File: config.mk
export PLATFORM = sky130hd
export DESIGN_NAME = mem_arbiter
export DESIGN_NICKNAME = d
export VERILOG_FILES = /design/src/rtl/mem_arb_pkg.sv /design/src/rtl/mem_byte_merge.sv /design/src/rtl/mem_arbiter.sv
export SDC_FILE = /design/constraint.sdc
export NUM_CORES = 1
export LEC_CHECK = 0
export ABC_AREA = 0
export CELL_PAD_IN_SITES_DETAIL_PLACEMENT = 0
export CELL_PAD_IN_SITES_GLOBAL_PLACEMENT = 1
export CORE_AREA = 2 2 99 101
export CTS_CLUSTER_SIZE = 28
export DETAILED_ROUTE_END_ITERATION = 12
export DIE_AREA = 0 0 101 103
export DONT_BUFFER_PORTS = 1
export PLACE_DENSITY = 0.64
export REMOVE_ABC_BUFFERS = 1
export SKIP_LAST_GASP = 1
export SYNTH_ARGS = -nofsm -noshare
export SYNTH_HDL_FRONTEND = slang
export SYNTH_SLANG_ARGS = --single-unit
File: constraint.sdc
create_clock -name clock -period 1.99 [get_ports clock]
set_clock_uncertainty 0.15 [all_clocks]
set_input_delay 0 -clock clock [delete_from_list [all_inputs] [get_ports clock]]
set_output_delay 0 -clock clock [all_outputs]
set_load 0.02 [all_outputs]
File: src/rtl/mem_arb_pkg.sv
// rtl/mem_arb_pkg.sv - shared types and constants for the memory arbiter
package mem_arb_pkg;

    localparam int         RAM_AW  = 14;
    localparam logic [3:0] BE_FULL = 4'b1111;

    typedef enum logic [2:0] {
        IDLE,
        IF_RD,
        DM_RD,
        RMW_RD,
        DM_WR
    } arb_state_t;

endpackage

File: src/rtl/mem_byte_merge.sv
// rtl/mem_byte_merge.sv - per-byte-lane merge of store data over a RAM word
module mem_byte_merge (
    input  logic [31:0] old_word,
    input  logic [31:0] new_word,
    input  logic [3:0]  byte_en,
    output logic [31:0] merged
);

    for (genvar i = 0; i < 4; i++) begin : g_lane
        assign merged[8*i +: 8] = byte_en[i] ? new_word[8*i +: 8] : old_word[8*i +: 8];
    end

endmodule

File: src/rtl/mem_arbiter.sv
// rtl/mem_arbiter.sv - fetch/data arbiter onto one single-port synchronous RAM
module mem_arbiter
    import mem_arb_pkg::*;
(
    input  logic              clock,
    input  logic              reset,
    input  logic              if_req,
    input  logic [31:0]       if_addr,
    output logic [31:0]       if_rdata,
    output logic              if_valid,
    input  logic              dm_read,
    input  logic              dm_write,
    input  logic [31:0]       dm_addr,
    input  logic [31:0]       dm_wdata,
    input  logic [3:0]        dm_byte_en,
    output logic [31:0]       dm_rdata,
    output logic              dm_done,
    output logic [RAM_AW-1:0] ram_addr,
    output logic              ram_we,
    output logic [31:0]       ram_wdata,
    input  logic [31:0]       ram_rdata,
    output logic              mem_stall,
    output logic              if_stall
);

    arb_state_t        state;
    logic              fair;
    logic [RAM_AW-1:0] addr_q;
    logic [31:0]       wdata_q;
    logic [31:0]       merged;
    logic              grant_if;
    logic              grant_wr;
    logic              grant_rd;
    logic [RAM_AW-1:0] if_word;
    logic [RAM_AW-1:0] dm_word;
    logic              unused_addr_bits;

    assign if_word = if_addr[RAM_AW+1:2];
    assign dm_word = dm_addr[RAM_AW+1:2];
    assign unused_addr_bits = ^{if_addr[31:RAM_AW+2], if_addr[1:0],
                                dm_addr[31:RAM_AW+2], dm_addr[1:0]};

    // A write outranks a read, so read+write together is handled as a store.
    always_comb begin
        grant_if = 1'b0;
        grant_wr = 1'b0;
        grant_rd = 1'b0;
        if (state == IDLE) begin
            if (fair && if_req)  grant_if = 1'b1;
            else if (dm_write)   grant_wr = 1'b1;
            else if (dm_read)    grant_rd = 1'b1;
            else if (if_req)     grant_if = 1'b1;
        end
    end

    always_comb begin
        ram_addr = addr_q;
        if (grant_if)                  ram_addr = if_word;
        else if (grant_wr || grant_rd) ram_addr = dm_word;
    end

    mem_byte_merge u_merge (
        .old_word (ram_rdata),
        .new_word (dm_wdata),
        .byte_en  (dm_byte_en),
        .merged   (merged)
    );

    always_ff @(posedge clock) begin
        if (reset) begin
            state   <= IDLE;
            fair    <= 1'b0;
            addr_q  <= '0;
            wdata_q <= '0;
        end else begin
            case (state)
                IDLE: begin
                    if (grant_if) begin
                        addr_q <= if_word;
                        state  <= IF_RD;
                    end else if (grant_wr) begin
                        addr_q  <= dm_word;
                        wdata_q <= dm_wdata;
                        state   <= (dm_byte_en == BE_FULL) ? DM_WR : RMW_RD;
                    end else if (grant_rd) begin
                        addr_q <= dm_word;
                        state  <= DM_RD;
                    end
                end
                IF_RD: begin
                    fair  <= 1'b0;
                    state <= IDLE;
                end
                DM_RD: begin
                    fair  <= 1'b1;
                    state <= IDLE;
                end
                RMW_RD: begin
                    wdata_q <= merged;
                    state   <= DM_WR;
                end
                DM_WR: begin
                    fair  <= 1'b1;
                    state <= IDLE;
                end
                default: state <= IDLE;
            endcase
        end
    end

    assign if_valid  = (state == IF_RD);
    assign dm_done   = (state == DM_RD) || (state == DM_WR);
    assign if_rdata  = if_valid ? ram_rdata : '0;
    assign dm_rdata  = (state == DM_RD) ? ram_rdata : '0;
    assign ram_we    = (state == DM_WR);
    assign ram_wdata = wdata_q;
    assign mem_stall = (dm_read || dm_write) && !dm_done;
    assign if_stall  = if_req && !if_valid;

endmodule

# Yosys cells after proc, flatten, opt, wreduce, memory -nomap -nowiden
# Cells that the tools add are included.
[op_classes] n_mux=32 reduce_logical=15 eq_ne=8
[op_table] cell="two-way mux 32 bit" count=4
[op_table] cell="two-way mux 14 bit" count=5
[op_table] cell="case mux 32 bit (2 select lines)" count=1
[op_table] cell="two-way mux 8 bit" count=4
[op_table] cell="two-way mux 1 bit" count=12
[op_table] cell="two-way mux 3 bit" count=4
[op_table] cell="== test 3 x 2 -> 1 bit, second input constant" count=2
[op_table] cell="case mux 3 bit (2 select lines)" count=1
[op_table] cell="== test 4 bit, second input constant" count=1
[op_table] cell="!= test 2 bit, second input constant" count=2
[op_table] cell="!= test 4 bit, second input constant" count=1
[op_table] cell="nonzero test 2 bit" count=2
[op_table] cell="== test 3 x 1 -> 1 bit, second input constant" count=1
[op_table] cell="== test 3 bit, second input constant" count=1
[op_table] cell="logical AND 1 bit" count=3
[op_table] cell="logical NOT 3 bit" count=1
[op_table] cell="logical OR 1 bit" count=3
[op_table] cell="AND reduction 3 bit" count=1
[op_table] cell="nonzero test 3 bit" count=1
[op_table] cell="logical NOT 1 bit" count=2
[op_table] cell="case mux 1 bit (2 select lines)" count=1
[op_table] cell="AND reduction 2 bit" count=1
[op_table] cell="OR reduction 2 bit" count=1
[word_totals] regBits=50 in_bits=137

# Logic depth before layout (Yosys ltp)
[logic_depth] word_depth=8 mapped_depth=5 mapped_depth_nobuf=3

# Hierarchy
# From an unflattened synthesis, not the netlist that was laid out.
[unflattened] hier_cells=403 hier_area_um2=3544.6
[by_module_without_submodules] module="mem_arbiter" cells_each=367 n_inst=1 area_each_um2=3019.1
[by_module_without_submodules] module="mem_byte_merge" cells_each=36 n_inst=1 area_each_um2=525.5

# Least setup slack after synthesis
# Ideal clock, no wire load.
[synth_timing] path_kind="flip-flop to output port" start="reg state[1]" end="out ram_addr[10]" path_slack_ns=0.294 required_time_ns=1.840 t_arrival_ns=1.546 n_path_buf=2 stages_incl_launch_ff=6 cell_sequence="dfxtp_1 buf_2 nor3_4 buf_2 a21oi_1 nor3_1"
[synth_via] elab_chain_len=5 word_cells_on_any_way=7 cone_classes="mux: 5; reduce/logical: 2"
[synth_lines] item="from (decl)" line_no="mem_arbiter.sv:26" source="arb_state_t state;"
[synth_lines] item="from (signal assigned)" line_no="mem_arbiter.sv:84" source="state <= (dm_byte_en == BE_FULL) ? DM_WR : RMW_RD;"
[synth_lines] item="logical NOT 3 bit (*)" line_no="mem_arbiter.sv:48" source="if (state == IDLE) begin"
[synth_lines] item="two-way mux 1 bit" line_no="mem_arbiter.sv:48"
[synth_lines] item="logical OR 1 bit" line_no="mem_arbiter.sv:59" source="else if (grant_wr || grant_rd) ram_addr = dm_word;"
[synth_lines] item="two-way mux 14 bit" line_no="mem_arbiter.sv:59"
[synth_lines] item="two-way mux 14 bit (*)" line_no="mem_arbiter.sv:58" source="if (grant_if) ram_addr = if_word;"
[synth_lines] item="to (decl)" line_no="mem_arbiter.sv:18" source="output logic [RAM_AW-1:0] ram_addr,"
# Every way passes the cells marked *; elsewhere a longest branch is shown, timed or not.

# Final worst setup path
[layout_timing] start="reg state[2]" end="out ram_addr[0]"
# Same word-level chain as after synthesis.

==> impl_metrics.prom <==
# TYPE chip_impl_metric gauge
chip_impl_info{name="outcome",value="finished, violations left"} 1
chip_impl_info{name="violations",value="negative hold slack, negative setup slack"} 1
chip_impl_metric{name="pwr_cell_area",unit="nW/um2"} 773
chip_impl_metric{name="post_synth_inst_count",unit=""} 350
chip_impl_info{name="crit_path_start",value="state[2]$_SDFFE_PP0P_"} 1
chip_impl_metric{name="cts_num_sinks",unit=""} 50
chip_impl_info{name="tritoncts",value="built"} 1
chip_impl_metric{name="cp_data_arrival_time",unit="ns"} 1.90
chip_impl_metric{name="post-route-min-period",unit="ns"} 2.05
chip_impl_metric{name="p_leak",unit="nW"} 1.65
chip_impl_metric{name="final_hold_viol_count",unit=""} 1
chip_impl_metric{name="cap_viol_max_count",unit=""} 0
chip_impl_metric{name="drcViolationCount",unit=""} 0
chip_impl_metric{name="area_growth_syn_to_layout",unit="%"} 52.1
chip_impl_info{name="root_buffer",value="clkbuf_8"} 1
chip_impl_metric{name="gpl.final_weighted_congestion",unit=""} 0.696
chip_impl_metric{name="vdd_ir_drop_max",unit="V"} 0.000423
chip_impl_metric{name="cts-htree-levels",unit=""} 2
chip_impl_info{name="synth_largest_area_cell",value="dfxtp_1"} 1
chip_impl_metric{name="cts_inserted_buffers",unit=""} 5
chip_impl_info{name="grt_setup_unrepaired",value="true"} 1
chip_impl_metric{name="routed-via-count",unit=""} 3281
chip_impl_metric{name="max_slew.worst_pin.slew",unit="ns"} 0.962
chip_impl_metric{name="relative_max_transition_margin",unit=""} 0.355
chip_impl_metric{name="syn_area",unit="um2"} 3010
chip_impl_metric{name="drt_wl_total",unit="um"} 11500
chip_impl_metric{name="wire_length_of_the_first_global_routing_pass",unit="um"} 16100
chip_impl_metric{name="layout-drive-gt1-share",unit=""} 0.210
chip_impl_info{name="holdCritStartpoint",value="dm_write"} 1
chip_impl_metric{name="via_count_of_the_first_global_routing_pass",unit=""} 3145
chip_impl_metric{name="maximum_buffer_depth_of_the_clock_tree",unit=""} 2
chip_impl_metric{name="synth_cell_type_count",unit=""} 35
chip_impl_metric{name="grt_start_max_net_pins",unit=""} 51
chip_impl_metric{name="final-max-slew-violation-count",unit=""} 0
chip_impl_info{name="r2r_start",value="state[0]$_SDFFE_PP0P_"} 1
chip_impl_metric{name="chipWidth",unit="um"} 101
chip_impl_metric{name="finalSetupViolCount",unit=""} 2
chip_impl_metric{name="dieHeight",unit="um"} 103
chip_impl_metric{name="gr-total-overflow",unit=""} 0
chip_impl_metric{name="global_route.usage.total",unit=""} 0.197
chip_impl_metric{name="min_period_over_period",unit=""} 1.03
chip_impl_metric{name="max_clock_freq",unit="MHz"} 487
chip_impl_metric{name="critPathRequiredTime",unit="ns"} 1.84
chip_impl_metric{name="initial_utilization",unit=""} 0.318
chip_impl_metric{name="core_region_area",unit="um2"} 9460
chip_impl_metric{name="antenna_cells_inserted",unit=""} 0
chip_impl_info{name="crit_path_end_kind",value="primary output"} 1
chip_impl_metric{name="critPathMaxFanout",unit=""} 15
chip_impl_metric{name="rows",unit=""} 36
chip_impl_info{name="synth.top_cells.by_area",value="dfxtp_1, and2_1, mux2i_1"} 1
chip_impl_metric{name="final_nets",unit=""} 593
chip_impl_metric{name="number_of_enable_flip_flop_cells_after_synthesis",unit=""} 0
chip_impl_metric{name="synthArstFlopShare",unit=""} 0
chip_impl_metric{name="grt_antenna_before_repair",unit=""} 0
chip_impl_metric{name="ys_seq_elements",unit=""} 50
chip_impl_metric{name="worst_setup_hold_path_clk_slew",unit="ns"} 0.10
chip_impl_info{name="timing.setup.critical_path_class",value="reg2out"} 1
chip_impl_metric{name="detailed_place.area",unit="um2"} 3230
chip_impl_metric{name="wire_per_inst",unit="um"} 20.1
chip_impl_metric{name="io_buffer_count",unit=""} 0
chip_impl_metric{name="layout_setup_ws",unit="ns"} -0.0633
chip_impl_metric{name="vias_per_cell",unit=""} 5.75
chip_impl_info{name="worstSetupStartpointType",value="register"} 1
chip_impl_metric{name="dp_hpwl",unit="um"} 6390
chip_impl_metric{name="die-area",unit="um2"} 10400
chip_impl_metric{name="placed_cells_incl_taps",unit=""} 458
chip_impl_metric{name="final_cells",unit=""} 571
chip_impl_info{name="dominantRegCellSynth",value="dfxtp_1"} 1
chip_impl_metric{name="first_iter_violations",unit=""} 90
chip_impl_metric{name="post-layout-total-power",unit="mW"} 3.54
chip_impl_metric{name="final.hold.worst_slack",unit="ns"} -0.0000596
chip_impl_metric{name="antenna_left",unit=""} 0
chip_impl_metric{name="synthesis.yosys.warnings",unit=""} 0
chip_impl_metric{name="firstDrtPassIters",unit=""} 4
chip_impl_metric{name="synth_seq_area_share",unit=""} 0.333
chip_impl_metric{name="fillerInstances",unit=""} 844
chip_impl_metric{name="synth.avg_cell_area",unit="um2"} 8.60
chip_impl_metric{name="io_pins",unit=""} 252
chip_impl_metric{name="area_share_of_the_largest_cell_type_after_synthesis",unit=""} 0.333
chip_impl_metric{name="worst_skew_pair.late_latency",unit="ns"} 0.31
chip_impl_metric{name="finish.instance_area",unit="um2"} 4580
chip_impl_metric{name="preCtsSetupSlack",unit="ns"} 0.235
chip_impl_info{name="min-delay-path-class",value="in2reg"} 1
-- timing repair --
item / CTS / global route
resized for setup: 12 / 30
endpoints found under the hold margin: 50 / 0
cloned: 2 / 1
buffers inserted: 1 / 2
endpoints found under the setup margin: 14 / 53
pin swaps: 1 / 4
hold buffers: 99 / 0
-- cells in the mapped netlist, drive strengths merged (3+ instances only) --
cell	number
nor3	29
a221oi	32
buf	19
and4bb	4
clkbuf	19
nor4	28
and2	64
a21oi	15
nor2	37
or3	3
dfxtp	50
mux2i	32
nor3b	3
-- power by group --
group | internal (mW) | switching, mW | total, mW
clock network | 0.282 | 0.353 | 0.635
registers | 1.16 | 0.236 | 1.40
logic | 0.614 | 0.894 | 1.51
-- placed cells by master, fill, tap and decap left out, drive strengths merged --
cell	instances
o2bb2ai	1
xor2	1
a21oi	15
dlygate4sd3	98
mux2i	32
o21ai	1
buf	36
nand2	1
and2	64
nand3b	1
a21o	1
dfxtp	50
a221oi	32
nor2	37
clkinv	1
nor3	29
a31oi	1
clkbuf	8
a211oi	1
a2111oi	1
nor4	28
a21boi	1
nor3b	3
o21ba	1
or3	5
and3b	1
and4	1
or2	1
and4bb	4
inv	1
-- state kept, by name (all words and copies together) (netlist names) --
signal     count
addr_q        14
fair           1
ram_wdata     32
state          3
-- kinds of logic (layout without fill, tap and decap cells) --
logic type | after synthesis | in the layout | share of synthesized area
AND/OR/NAND/NOR | 173 | 175 | 0.334
AO/OA/AOI/OAI | 55 | 55 | 0.161
flip-flops | 50 | 50 | 0.333
buffers and inverters | 39 | 144 | 0.0632
XOR/XNOR | 1 | 1 | 0.00291
multiplexers | 32 | 32 | 0.106
-- metrics by stage --
step	utilization	TNS, ns
CTS	0.466	-0.400
global route	0.484	-0.542
finish	0.484	-0.0865
floorplan	-	-46.52
detailed placement	0.341	0
global placement	0.341	0
-- cell type report --
type,instances,area (um2),share of cell area
well taps,114,143,0.0312
flip-flops and latches,50,1010,0.220
clock inverters,1,5.00,0.00109
repair buffers,135,1300,0.284
clock buffers,7,86.3,0.0189
inverters,1,3.75,0.000820
multi-input cells,263,2030,0.444
-- critical path: stages, from the launching register on --
cell	delay, ns
dfxtp_4	0.38
or3_4	0.52
nor3_1	0.41
nor3_2	0.10
buf_4	0.17
-- path summary, 6_finish.rpt --
path / end / slack, ns / cells after the start
setup / recovery: ram_addr[0] / -0.06 / 4
hold / removal: state[0]$_SDFFE_PP0P_ / -0.00006 / 4
setup reg to reg: ram_wdata[26]$_SDFFE_PP0P_ / 0.26 / 4
hold reg to reg: fair$_SDFFE_PP0P_ / 0.41 / 1
-- metal layers --
| layer | up-vias | GRT usage | part of all wire |
|---|---|---|---|
| met4 | 0 | 0.0603 | 0.016 |
| met3 | 13 | 0.0420 | 0.072 |
| li1 | 1499 | - | - |
| met2 | 190 | 0.369 | 0.50 |
| met1 | 1579 | 0.225 | 0.41 |
| met5 | - | 0 | 0 |
Note: power is estimated with default switching activity, not from simulation.
